File: src/rtl/dec_scan_nx.sv
// Registered N-to-2^N one-hot select decoder with a direct-load mode and a
// masked scan mode that walks the active line with a programmable dwell.
module dec_scan_nx #(
  parameter int N              = 3,
  parameter int DWELL          = 4,
  parameter bit OUT_ACTIVE_LOW = 1'b0
) (
  input  logic                clk,
  input  logic                rst_n,
  input  logic                en,
  input  logic                mode,
  input  logic                load,
  input  logic [N-1:0]        sel,
  input  logic [(1<<N)-1:0]   skip,
  output logic [(1<<N)-1:0]   out,
  output logic [N-1:0]        idx,
  output logic                active,
  output logic                wrap
);

  localparam int unsigned    LINES    = 1 << N;
  localparam int             CW       = (DWELL > 1) ? $clog2(DWELL) : 1;
  localparam logic [CW-1:0]  CNT_LAST = CW'(DWELL - 1);

  localparam logic [0:0] ST_DIRECT = 1'b0;
  localparam logic [0:0] ST_SCAN   = 1'b1;

  logic [0:0]       state, state_n;
  logic [CW-1:0]    cnt, cnt_n;
  logic [N-1:0]     idx_n;
  logic [N-1:0]     nxt;
  logic [N-1:0]     cand;
  logic             found;
  logic             active_n;
  logic             wrap_n;
  logic [LINES-1:0] out_n;

  // First unmasked line after idx in circular order; idx itself is tried last.
  always_comb begin
    nxt   = idx;
    found = 1'b0;
    cand  = '0;
    for (int unsigned k = 1; k <= LINES; k++) begin
      cand = idx + N'(k);
      if (!found && !skip[cand]) begin
        nxt   = cand;
        found = 1'b1;
      end
    end
  end

  always_comb begin
    state_n  = state;
    cnt_n    = cnt;
    idx_n    = idx;
    active_n = active;
    wrap_n   = 1'b0;
    if (!en) begin
      active_n = 1'b0;
    end else if (!mode) begin
      state_n = ST_DIRECT;
      if (load) begin
        idx_n    = sel;
        active_n = 1'b1;
      end
    end else if (state == ST_DIRECT) begin
      state_n  = ST_SCAN;
      cnt_n    = '0;
      active_n = !skip[idx];
    end else begin
      if (cnt == CNT_LAST) begin
        cnt_n  = '0;
        idx_n  = nxt;
        wrap_n = found && (nxt <= idx);
      end else begin
        cnt_n = cnt + CW'(1);
      end
      active_n = !skip[idx_n];
    end
  end

  // The bus is decoded from next-state values so it registers alongside idx/active.
  always_comb begin
    out_n = '0;
    for (int unsigned k = 0; k < LINES; k++) begin
      out_n[k] = (active_n && (idx_n == N'(k))) ^ OUT_ACTIVE_LOW;
    end
  end

  always_ff @(posedge clk or negedge rst_n) begin
    if (!rst_n) begin
      state  <= ST_DIRECT;
      cnt    <= '0;
      idx    <= '0;
      active <= 1'b0;
      wrap   <= 1'b0;
      out    <= OUT_ACTIVE_LOW ? '1 : '0;
    end else begin
      state  <= state_n;
      cnt    <= cnt_n;
      idx    <= idx_n;
      active <= active_n;
      wrap   <= wrap_n;
      out    <= out_n;
    end
  end

endmodule
File: config.mk
export PLATFORM = sky130hd
export DESIGN_NAME = dec_scan_nx
export DESIGN_NICKNAME = d
export VERILOG_FILES = /design/src/rtl/dec_scan_nx.sv
export SDC_FILE = /design/constraint.sdc
export NUM_CORES = 1
export LEC_CHECK = 0
export ABC_AREA = 1
export CAP_MARGIN = 0
export CORE_UTILIZATION = 45
export CTS_CLUSTER_DIAMETER = 50
export DETAILED_ROUTE_END_ITERATION = 8
export PLACE_DENSITY_LB_ADDON = 0.05
export SKIP_CTS_REPAIR_TIMING = 1
export SYNTH_ARGS = -nofsm -noshare
export SYNTH_HDL_FRONTEND = slang
export SYNTH_SLANG_ARGS = --single-unit
File: constraint.sdc
create_clock -name clk -period 5.9 [get_ports clk]
set_input_delay 0.885 -clock clk [delete_from_list [all_inputs] [get_ports clk]]
set_output_delay 0.885 -clock clk [all_outputs]
set_load 0.05 [all_outputs]
# Word level (Yosys, flattened, before mapping)
# Cells that the tools add are included.
# Widths: inputs -> output; s select.
[classes]
add_sub_neg = 8
order_cmp = 10
eq_ne = 8
mux = 53
n_reduce_logical = 32
[op_table]
columns = ["op", "count"]
rows = [
  ["$mux 3", 16],
  ["$lt 3x4->1 const B", 9],
  ["$bmux 1 s3", 9],
  ["$mux 1", 26],
  ["$logic_and 1x1->1", 16],
  ["$logic_not 1->1", 14],
  ["$add 3x3->3 const B", 4],
  ["$eq 3x3->1 const B", 4],
  ["$add 3x2->3 const B", 2],
  ["$eq 3x2->1 const B", 2],
  ["$mux 2", 2],
  ["$add 3x1->3 const B", 1],
  ["$eq 3x1->1 const B", 1],
  ["$le 3x3->1", 1],
  ["$logic_not 3->1", 1],
  ["$add 2x1->2 const B", 1],
  ["$eq 2x2->1 const B", 1],
  ["$reduce_and 2->1", 1],
]
[word_totals]
reg_bits = 16
inputBits = 16
out_inout_bits = 13
word_cells = 117

# Depth between registers and ports, before layout
[logic_depth]
ltp_word = 35
mapped_depth = 25
mapped_depth_nobuf = 24

# Worst setup path before layout
# Ideal clock, no wire load.
[synth_timing]
path_kind = "register -> register"
from = "register idx[0]"
to = "register wrap"
setup_ps = 125
t_arrival_ps = 3171
required_ps = 5775
path_slack_ps = 2603
stages_incl_launch_ff = 21
n_path_buf = 2
synth_period_minus_slack_ps = 3297
path_cell_list = "dfrtp_1 > inv_2 > buf_6 > ha_1 > buf_2 > inv_1 > nand3_2 > nand2_1 > nand2_1 > nand2_2 > inv_2 > nand4_4 > inv_2 > nor2_1 > nand2_2 > nand2_1 > inv_1 > ha_1 > a21oi_1 > a32oi_1 > a2111oi_0"
[synth_between]
elab_chain_len = 30
word_cells_on_any_way = 65
cone_classes = "add/sub: 7; order compare: 1; mux: 36; reduce/logical: 21"
[synth_lines]
columns = ["item", "line", "source"]
rows = [
  ["start, declared", "16", "output logic [N-1:0] idx,"],
  ["start signal, assigned", "101", "idx <= idx_n;"],
  ["$add 3x2->3", "44", "cand = idx + N'(k);"],
  ["$bmux 1 s3", "45", "if (!found && !skip[cand]) begin"],
  ["$mux 1 (implied by the code)", "45", ""],
  ["$logic_not 1->1", "45", ""],
  ["$logic_and 1x1->1", "45", ""],
  ["$mux 1", "45", ""],
  ["$logic_not 1->1", "45", ""],
  ["$logic_and 1x1->1", "45", ""],
  ["[15 not listed]", "n/a", ""],
  ["$mux 3", "45", ""],
  ["$le 3x3->1", "74", "wrap_n = found && (nxt <= idx);"],
  ["$logic_and 1x1->1 *", "74", ""],
  ["$mux 1 *", "71", "if (cnt == CNT_LAST) begin"],
  ["$mux 1 *", "66", "end else if (state == ST_DIRECT) begin"],
  ["$mux 1 *", "60", "end else if (!mode) begin"],
  ["$mux 1 *", "58", "if (!en) begin"],
  ["via wrap_n", "35", "logic wrap_n;"],
  ["end signal, assigned", "103", "wrap <= wrap_n;"],
  ["end, declared", "18", "output logic wrap"],
]
# The timed path passes the listed nets; every way through them passes the cells marked *. The select of a mux whose other input is x is not followed.
# A chain may end at the register's enable or synchronous reset.

# Worst setup path after layout
# Same ends and word-level chain as after synthesis.

==> summary.txt <==
Drt
  • DRC violations left: 0
  • Initial drt markers: roughly 140
  • ANT nets after route: 0
  • Via count: around 1900
  • Drt pass-1 iters: 4
  • DRT Wirelength: 4821 µm
  • Avg WL per Cell: 13.89 µm
  • DR vias/cell: 5.524

Finish
  • Most common cell after layout, fill and taps aside: nand2_1
  • Layout cell share with drive strength beyond 1: 21.40%
  • Area Overhead vs Synth: 17.52%
  • Most frequent cells in the layout: nand2_1, nand3_1, clkdlybuf4s50_1, inv_1
  • Finished Core Util: between 50% and 60%
  • Antenna cells: 0
  • NumNets Final: 322

Critical path
  • Crit path largest cell delay: a little under 0.8 ns
  • Reg-to-Reg Start: idx[0]$_DFF_PN0_
  • FF-to-FF End: wrap$_DFF_PN0_
  • Critical path class: flop to flop
  • CP startpoint kind: flop
  • Crit path arrival time: 3.95 ns
  • CP Buf/Inv Count: 4
  • Crit path max fanout: 18
  • Launch point of the critical path: idx[0]$_DFF_PN0_
  • CP Cell Sequence: inv_2, ha_1, inv_1, nand3_2, nand3_2, nand2_4, nand3_4, nor2_4, nand4_4, inv_2, nand2_1, nand2_1, inv_1, ha_1, a21oi_1, a32oi_1, a2111oi_0
  • CP max stage cell: dfrtp_1
  • R2R depth: 17
  • CP required: about 6 ns
  • Worst R2R Setup Slack: 2.07 ns
  • Endpoint class of the critical path: flop
  • Crit path max-delay family: simple AND/OR/NAND/NOR gates

Timing
  • Final clock skew: around 0.0041 ns
  • Relative slew slack: between 50% and 60%
  • Setup TNS Final: 0 ns
  • Unrepaired setup endpoints after global routing: false
  • Tcrit/Tclk final: 64.92%
  • Setup ws final: 2.070 ns
  • Final Setup Violations: 0
  • F_max: ~0.26 GHz
  • Tightest Pin Transition: 0.7127 ns
  • Final Hold Viols: 0
  • Fin crit period: 3.830 ns
  • Max Transition Viols Final: 0

Die
  • Die Y: 66.24 µm
  • Cell Rows: 22
  • Starting Density: 48.88%
  • I/O pin count: 29
  • Full die area: 4387 µm²
  • Die Wd: 66.24 µm
  • Core area: 3799 µm²

Place
  • Pre-CTS setup slack: 2.081 ns
  • Detailed placement HPWL: 3895 µm
  • GPL Wtd Cong: 0.9852
  • PortBufs: 28

GRT
  • GR Overflow Total: 0
  • Grt met1 use: around 28%
  • GRT Max-Usage Layer: met2
  • Vias in the first global route: 1820
  • Largest net degree at the start of global routing: 19
  • First-pass GRT wire length: 8086 µm
  • Met3 usage in global routing: 2.759%
  • Total track usage: 24.53%
  • GR Layer Usage met2: 44.52%
  • Initial antenna violation count: 0

Hold path
  • Beginning of the worst hold path: cnt[0]$_DFFE_PN0P_
  • HP Class: flop to flop
  • Hold depth: 1
  • Worst min-delay path endpoint: cnt[0]$_DFFE_PN0P_

Yosys
  • Synth Register Bits: 16
  • Cell taking the most area after synthesis: dfrtp_1
  • Top cells by area, synth: dfrtp_1, nand2_1, nand3_1
  • Mapped Area: 1857 µm²
  • Primary FF master, synth: dfrtp_1
  • Mean Syn Cell Area: between 6 and 7 µm²
  • Syn_nets: 298
  • Async set-reset flop share out of synthesis: 100.0%
  • Synth top area share: approximately 22%
  • Post-Synthesis Cells: 276
  • Post-synth EDFFs: 0
  • Synth warnings: 0
  • Synth unique cells: 35
  • Sequential area share after synthesis: 21.56%

Flow run
  • Max cap viols: 0

Clock network
  • Clk Latency, worst-skew pair: 0.25 ns
  • Sinks on Clock Net: 16
  • # H-tree levels: 1
  • Root Driver: clkbuf_8
  • Maximum root-to-sink buffer count: 2
  • Worst-path clk slew: 0.06 ns
  • CTS tree: yes
  • CTS Buf Count: 3

Power and ir drop
  • Leakage: 1.064 nW
  • Power per Cell Area: approximately 320 nW/µm²
  • Max IR drop VDD: ~0.00019 V

Status
  • Status: finished, final reports clean
## how the worst max path moves through the flow
stage                                 to  slack (ns)  cells past startpoint
after floorplan           wrap$_DFF_PN0_        2.60                     20
after global placement    wrap$_DFF_PN0_        2.13                     20
after detailed placement  wrap$_DFF_PN0_        2.08                     17
after CTS                 wrap$_DFF_PN0_        2.07                     17
after global routing      wrap$_DFF_PN0_        1.83                     17
final                     wrap$_DFF_PN0_        2.07                     17
## cell families after synthesis
kind of cell | count (synthesis) | synth area share [%]
buf+inv | 37 | 9.635
simple gates | 194 | 55.53
flops | 16 | 21.56
compound gates | 23 | 9.232
fa+ha+maj | 6 | 4.043
## per-layer routing
metal | wire (µm) | vias up
li1 | - | 957
met1 | 2021 | 883
met2 | 2428 | 60
met3 | 183 | 17
met4 | 187 | 0
met5 | 0 | -
## report_power, final
| group | internal [mW] | switching [mW] | total [mW] |
|---|---|---|---|
| clock | 0.0592 | 0.0368 | 0.0961 |
| sequential | 0.120 | 0.0220 | 0.142 |
| combinational | 0.153 | 0.315 | 0.468 |
| total | 0.332 | 0.374 | 0.706 |
## cells in the mapped netlist, types with 3 or more instances
| library cell | number |
|---|---|
| nand2_2 | 16 |
| dfrtp_1 | 16 |
| o21ai_1 | 3 |
| nand2_4 | 6 |
| nor2_2 | 8 |
| nand3_2 | 11 |
| nand4_1 | 4 |
| buf_2 | 5 |
| o21ai_0 | 6 |
| ha_1 | 6 |
| buf_6 | 4 |
| inv_1 | 18 |
| nand2_1 | 89 |
| inv_2 | 7 |
| a21oi_1 | 3 |
| nor2_1 | 9 |
| nand3_1 | 44 |
## layout make-up
class	instances	area, µm²
Timing Repair Buffer	28	280.3
Tap cell	48	60.06
Clock buffer	4	55.05
Sequential cell	16	400.4
Fill cell	394	1617
Inverter	28	108.9
Multi-Input combinational cell	223	1277
## state kept, by name (all words and copies together), names as in the netlist
signal / cells
out: 8
idx: 3
cnt: 2
active: 1
state: 1
wrap: 1
## through the flow
| stage | total power, mW | cell area, µm² | instances | hold slack (ns) |
|---|---|---|---|---|
| floorplan | 0.5121 | 1857 | 276 | 0.4570 |
| CTS | 0.7090 | 2182 | 347 | 0.4974 |
| finish | 0.7063 | 2182 | 347 | 0.4922 |
| global placement | 0.6089 | 2127 | 343 | 0.4787 |
| detailed placement | 0.6106 | 2127 | 343 | 0.4782 |
| global route | 0.7676 | 2182 | 347 | 0.5159 |
(Power assumes the default switching activity.)
